$ cat src/rtl/fetch_aligner.sv
// Instruction-fetch realigner for an RV32IC core: buffers word fetches as halfwords
// and hands decode one aligned 16- or 32-bit instruction per handshake.
module fetch_aligner #(
  parameter logic [31:0] RESET_PC = 32'h0000_0000
) (
  input  logic        clk,
  input  logic        rst,
  output logic        fetch_req,
  output logic [31:0] fetch_addr,
  input  logic        fetch_gnt,
  input  logic        mem_rvalid,
  input  logic [31:0] mem_rdata,
  input  logic        redirect,
  input  logic [31:0] redirect_pc,
  output logic        out_valid,
  input  logic        out_ready,
  output logic [31:0] out_instr,
  output logic [31:0] out_pc,
  output logic        out_compressed
);

  localparam logic [1:0] ST_FETCH = 2'd0;
  localparam logic [1:0] ST_WAIT  = 2'd1;
  localparam logic [1:0] ST_DRAIN = 2'd2;

  logic [1:0]  state_reg, state_next;
  logic [1:0]  count_reg, count_next;
  logic [31:0] fetch_pc_reg, fetch_pc_next;
  logic [31:0] cur_pc_reg, cur_pc_next;
  logic        skip_lo_reg, skip_lo_next;

  logic [15:0] hb [3];
  logic [79:0] hb_flat;
  logic        hb0_is_c;
  logic        pop;
  logic        append;
  logic [1:0]  pop_n;
  logic [1:0]  append_n;
  logic [1:0]  base;
  logic [1:0]  base_p1;

  assign hb0_is_c = (hb[0][1:0] != 2'b11);

  always_comb begin
    out_valid = 1'b0;
    out_instr = 32'h0;
    if (count_reg != 2'd0 && hb0_is_c) begin
      out_valid = 1'b1;
      out_instr = {16'h0, hb[0]};
    end else if (count_reg >= 2'd2 && !hb0_is_c) begin
      out_valid = 1'b1;
      out_instr = {hb[1], hb[0]};
    end
  end

  assign out_compressed = out_valid && hb0_is_c;
  assign out_pc         = cur_pc_reg;
  // rst gates the request so nothing is issued while the core is held in reset
  assign fetch_req      = rst && (state_reg == ST_FETCH) && (count_reg <= 2'd1) && !redirect;
  assign fetch_addr     = fetch_pc_reg;

  assign pop      = out_valid && out_ready;
  assign append   = (state_reg == ST_WAIT) && mem_rvalid;
  assign pop_n    = pop ? (hb0_is_c ? 2'd1 : 2'd2) : 2'd0;
  assign append_n = append ? (skip_lo_reg ? 2'd1 : 2'd2) : 2'd0;
  assign base     = count_reg - pop_n;
  assign base_p1  = base + 2'd1;
  assign hb_flat  = {32'h0, hb[2], hb[1], hb[0]};

  // Each entry takes the shifted-down halfword, unless the incoming word lands on it.
  generate
    for (genvar gi = 0; gi < 3; gi++) begin : g_hb
      logic [15:0] entry_reg, entry_next, shifted;

      assign hb[gi]  = entry_reg;
      assign shifted = hb_flat[7'(16 * gi) + {1'b0, pop_n, 4'b0000} +: 16];

      always_comb begin
        entry_next = shifted;
        if (append) begin
          if (base == 2'(gi))
            entry_next = skip_lo_reg ? mem_rdata[31:16] : mem_rdata[15:0];
          else if (!skip_lo_reg && base_p1 == 2'(gi))
            entry_next = mem_rdata[31:16];
        end
      end

      always_ff @(posedge clk or negedge rst) begin
        if (!rst) entry_reg <= 16'h0;
        else      entry_reg <= entry_next;
      end
    end
  endgenerate

  always_comb begin
    state_next    = state_reg;
    count_next    = count_reg;
    fetch_pc_next = fetch_pc_reg;
    cur_pc_next   = cur_pc_reg;
    skip_lo_next  = skip_lo_reg;
    if (redirect) begin
      count_next    = 2'd0;
      cur_pc_next   = redirect_pc & ~32'h1;
      fetch_pc_next = redirect_pc & ~32'h3;
      skip_lo_next  = redirect_pc[1];
      // a response still owed by memory must be swallowed before refetching
      if (((state_reg == ST_WAIT || state_reg == ST_DRAIN) && !mem_rvalid) ||
          (state_reg == ST_FETCH && fetch_gnt))
        state_next = ST_DRAIN;
      else
        state_next = ST_FETCH;
    end else begin
      count_next  = base + append_n;
      cur_pc_next = cur_pc_reg + {29'h0, pop_n, 1'b0};
      case (state_reg)
        ST_FETCH: if (fetch_req && fetch_gnt) begin
          state_next    = ST_WAIT;
          fetch_pc_next = fetch_pc_reg + 32'd4;
        end
        ST_WAIT: if (mem_rvalid) begin
          state_next   = ST_FETCH;
          skip_lo_next = 1'b0;
        end
        ST_DRAIN: if (mem_rvalid) state_next = ST_FETCH;
        default: state_next = ST_FETCH;
      endcase
    end
  end

  always_ff @(posedge clk or negedge rst) begin
    if (!rst) begin
      state_reg    <= ST_FETCH;
      count_reg    <= 2'd0;
      fetch_pc_reg <= RESET_PC & ~32'h3;
      cur_pc_reg   <= RESET_PC & ~32'h1;
      skip_lo_reg  <= RESET_PC[1];
    end else begin
      state_reg    <= state_next;
      count_reg    <= count_next;
      fetch_pc_reg <= fetch_pc_next;
      cur_pc_reg   <= cur_pc_next;
      skip_lo_reg  <= skip_lo_next;
    end
  end

endmodule

$ cat config.mk
export PLATFORM = sky130hd
export DESIGN_NAME = fetch_aligner
export DESIGN_NICKNAME = d
export VERILOG_FILES = /design/src/rtl/fetch_aligner.sv
export SDC_FILE = /design/constraint.sdc
export NUM_CORES = 1
export LEC_CHECK = 0
export BUFFER_PORTS_ARGS = -buffer_cell sky130_fd_sc_hd__buf_2
export CAP_MARGIN = 15
export CELL_PAD_IN_SITES_DETAIL_PLACEMENT = 1
export CELL_PAD_IN_SITES_GLOBAL_PLACEMENT = 1
export CORE_UTILIZATION = 35
export CTS_BUF_LIST = sky130_fd_sc_hd__clkbuf_8
export CTS_CLUSTER_DIAMETER = 100
export DETAILED_ROUTE_END_ITERATION = 16
export PLACE_DENSITY = 0.76
export SYNTH_ARGS = -nofsm -noshare
export SYNTH_HDL_FRONTEND = slang
export SYNTH_SLANG_ARGS = --single-unit
$ cat constraint.sdc
create_clock -name clk -period 8.6 [get_ports clk]
set_input_delay 1.72 -clock clk [delete_from_list [all_inputs] [get_ports clk]]
set_output_delay 1.72 -clock clk [all_outputs]
set_load 0.005 [all_outputs]
Word-level counts from Yosys, hierarchy flattened
Cells that the tools add are included.
{ "op_classes": {"n_addsub": 7, "eq_ne": 9, "muxes": 31, "n_div": 0, "multipliers": 0, "shift": 3, "n_bitwise": 0, "n_lt_le_gt_ge": 2, "reduce_logical": 32} }
{ "ops": {"columns": ["op", "n"], "rows": [
  ["$mux W32", 6],
  ["$mux W16", 10],
  ["$shiftx A80 B8 Y16", 2],
  ["$shiftx A80 B7 Y16", 1],
  ["$add A32 B3 Y32", 1],
  ["$add A32 B3 Y32 const B", 1],
  ["$mux W2", 9],
  ["$logic_and A1 B1 Y1", 14],
  ["$reduce_bool A2 Y1", 5],
  ["$add A5 B6 Y7 const A", 1],
  ["$add A6 B6 Y7 const A", 1],
  ["$eq A2 B1 Y1 const B", 3],
  ["$eq A2 B2 Y1 const B", 3],
  ["$logic_not A2 Y1", 3],
  ["$reduce_and A2 Y1", 3],
  ["$mux W1", 5],
  ["$logic_not A1 Y1", 4],
  ["$pmux W2 S2", 1],
  ["$ne A3 B1 Y1 const B", 1],
  ["$ne A3 B2 Y1 const B", 1],
  ["$add A2 B1 Y2 const B", 1],
  ["$add A2 B2 Y2", 1],
  ["$ge A2 B2 Y1 const B", 1],
  ["$le A2 B1 Y1 const B", 1],
  ["other kinds (4)", 5]
]} }
{ "totals": {"in_bits": 70, "ramBits": 0, "register_bits": 117, "rom_bits": 0, "latchBits": 0, "mem_count": 0} }

Depth between registers and ports, before layout
{ "logic_depth": {"ltp_word": 14, "mapped_depth": 13, "ltp_nobuf": 9} }

Worst setup path before layout
OpenSTA, ideal clock, no wires.
{ "synth_timing": {"kind": "input to register", "from": "in out_ready", "to": "reg cur_pc_reg[31], in the netlist out_pc[31]", "arrival_time_ns": 4.555, "setup_ns": 0.082, "stages": 11, "slack_ns": 3.963, "path_cell_list": "inv_1 nor3_1 clkbuf_1 ha_1 inv_1 fa_1 and4b_1 or4b_1 buf_2 or4_1 a31oi_1"} }
{ "synth_between": {"elab_chain_len": 4} }
{ "synth_lines": {"columns": ["element", "line_no", "rtl"], "rows": [
  ["from (decl)", "16", "input logic out_ready,"],
  ["$logic_and A1 B1 Y1", "62", "assign pop = out_valid && out_ready;"],
  ["$mux W2", "64", "assign pop_n = pop ? (hb0_is_c ? 2'd1 : 2'd2) : 2'd0;"],
  ["$add A32 B3 Y32", "114", "cur_pc_next = cur_pc_reg + {29'h0, pop_n, 1'b0};"],
  ["$mux W32", "101", "if (redirect) begin"],
  ["net cur_pc_next[31]", "29", "logic [31:0] cur_pc_reg, cur_pc_next;"],
  ["to (signal assigned)", "135", "cur_pc_reg <= RESET_PC & ~32'h1;"],
  ["to (signal assigned)", "141", "cur_pc_reg <= cur_pc_next;"],
  ["to (decl)", "29", null]
]} }
The timed path passes the listed nets, and every way through them passes these cells.
A chain may end at the register's enable or synchronous reset.

Final worst setup path
Same ends and word-level chain as after synthesis.

==> out/qor.txt <==
Max clock buf depth -> 2
Top_reg_cell synth -> dfrtp_1
Max reg flops -> 48
Vias in the first global route -> 7,480
Commonest cells after routing, fill and taps aside -> buf_2 (163), dfrtp_1 (114), nand2_1 (86)
Syn Area/Cell -> 8.93 um^2
Initial Util -> 36.1%
Core Box Area -> 20,400 um^2
Post-layout min period -> 4.90 ns
Maximum VDD drop -> 150 uV
CTS resizes -> 0
Routed Antenna Nets -> 0
Skew final -> 0.0137 ns
Final Power -> 2.23 mW
Setup Buffers After CTS -> 0
Largest net degree at the start of global routing -> 65
Rows -> 52
Worst relative slew slack -> 25.6%
Die H -> 147 um
Total gr overflow -> 0
Die area -> 21,600 um^2
Top Usage Layer GRT -> met2
Die X -> 147 um
CP arrival -> 5.28 ns
Post-route worst setup slack -> 3.70 ns
# setup viols final -> 0
Number of synthesized flops with an enable pin -> 0
Global-route wire length before repair -> 41,400 um
Most common cell after layout, fill and taps aside -> buf_2
Root buffer cell -> clkbuf_8
Routing usage on met1 -> 32.5%
Crit share post-route -> 57.0%
Netlist cell types -> 65
M3 GR Usage -> 5.68%
CTS tree -> yes
Pre-CTS WS -> 3.28 ns
Synth warnings -> 0
1st-iter DRT viols -> 477
Endpoint class of the critical path -> register
Post-synth ARST share -> 100%
Routed WL -> 25,900 um
Worst hold-check path type -> reg -> reg
P_leak -> 3.91 nW
Seq/Total Area, Yosys -> 38.7%
Final Util -> 43.2%
Fin nets -> 1,037
Synth area leaders -> dfrtp_1 (39%), mux2_2 (5.4%), nand2_1 (4.4%)
H-tree Lvls -> 4
Cell Area, Synth -> 7370 um^2
Cells after synthesis -> 825
Cts hold-fix bufs -> 0
Layout cells sized above 1 -> 26.4%
Critical path required time -> 8.98 ns
GR Util All Layers -> 24.3%
F_max -> 0.204 GHz
Top-area cell type share of the netlist area -> 38.7%
Residual DRC -> 0
Initial antenna violation count -> 2
Via-per-instance ratio -> 5.99
Worst-Margin Slew -> 1.11 ns
Dominant cell type by area after synthesis -> dfrtp_1
Status -> completed
Clk_lat worst skew -> 0.45 ns
Worst-path maximum fanout -> 32
Hpwl dp -> 17,700 um
Final slew viol count -> 0
Vias -> 7,428
Drt wl/cell -> 20.9 um
DRT Pass-1 Iters -> 7
Worst-path clk slew -> 0.08 ns
Startpoint types -> input pin
Fin area -> 8820 um^2
IO Port Bufs -> 164
Total Neg Setup Slack -> 0 ns
GP Congestion -> 0.788
Number of synthesized register bits -> 114
Final number of hold-violating endpoints -> 0
Unrepaired setup endpoints after global routing -> no
Num CTS Buffers -> 17
Critical path class -> in -> reg
Area growth syn-to-layout -> 19.8%
Area after DPL -> 8400 um^2
Pwr/cell area -> 252 nW/um^2
Clock sinks -> 114
Boundary Pins -> 169
Met2 Use GR -> 38.3%
MaxCap Viol Count -> 0
Ant diodes -> 0
[through the flow]
| step | hold slack (ns) | cells |
|---|---|---|
| 4_1_cts | 0.525 | 1241 |
| 6_report | 0.524 | 1241 |
| 3_5_place_dp | 0.508 | 1210 |
| 3_3_place_gp | 0.512 | 1210 |
| 5_1_grt | 0.538 | 1241 |
| 2_1_floorplan | 0.481 | 827 |
[path summary, 6_finish.rpt]
path                                                     start                               to  slack [ns]  cells after the start
worst max-delay path                                 out_ready             out_pc[31]$_DFF_PN0_        3.70                     11
worst min-delay path            g_hb[2].entry_reg[8]$_DFF_PN0_   g_hb[2].entry_reg[8]$_DFF_PN0_        0.52                      1
worst max register to register  g_hb[0].entry_reg[0]$_DFF_PN0_             out_pc[31]$_DFF_PN0_        4.61                     10
worst min register to register  g_hb[2].entry_reg[8]$_DFF_PN0_   g_hb[2].entry_reg[8]$_DFF_PN0_        0.52                      1
max in group asynchronous                                  rst  g_hb[0].entry_reg[14]$_DFF_PN0_        5.73                      3
min in group asynchronous                                  rst   g_hb[2].entry_reg[0]$_DFF_PN0_        1.10                      1
[cell usage after synthesis, types with 3 or more instances]
master,n
and4_1,18
o22ai_1,16
nor4_1,19
o31a_1,5
a22oi_1,9
mux2_2,35
xor2_1,8
buf_2,9
inv_1,21
nor3_1,27
and2_1,23
dfrtp_1,114
a222oi_1,22
nand3_1,22
o21a_1,3
and4b_1,3
o21ai_0,14
a31oi_1,11
buf_1,5
a211oi_1,16
or3_1,7
a311oi_1,10
or4_1,6
xnor2_1,12
nor2_1,62
a21oi_1,39
clkbuf_1,47
ha_1,7
nand2_1,86
a211o_1,19
nand2b_1,4
mux2i_1,12
o31ai_1,6
nand4_1,16
nor2b_1,26
and3_1,13
buf_4,4
o221ai_1,14
o2bb2ai_1,4
[worst max-delay path, stage by stage]
cell	delay, ns
buf_2	0.14
inv_1	0.12
nor3_2	0.18
buf_4	0.37
ha_1	0.27
inv_1	0.06
fa_1	0.44
and4b_1	0.39
or4b_1	0.80
or4_1	0.58
a31oi_1	0.17
[kinds of logic after synthesis]
| logic type | after synthesis | synth area share (%) |
|---|---|---|
| buf+inv | 86 | 4.74 |
| compound gates | 205 | 21.1 |
| mux | 47 | 6.98 |
| xor+xnor | 20 | 2.38 |
| fa+ha+maj | 8 | 1.46 |
| flops | 114 | 38.7 |
| simple gates | 344 | 24.6 |
| other cells | 1 | 0.0509 |
[per-layer routing]
metal / vias to the layer above / wire length, um
li1: 3390 / -
met1: 3747 / 11600
met2: 238 / 12200
met3: 49 / 1520
met4: 4 / 593
met5: - / 20
[cell type report]
class	instances	area, um^2
Clock inverter	10	134
Fill cell	2445	11600
Sequential cell	114	2850
Timing Repair Buffer	178	928
Inverter	21	78.8
Clock buffer	21	289
Multi-Input combinational cell	627	4200
Tap cell	270	338
[power by group]
group	switching (mW)	internal, mW
logic	0.521	0.350
registers	0.135	0.673
clock network	0.234	0.314
No activity file was read; power rests on OpenSTA's default activity.
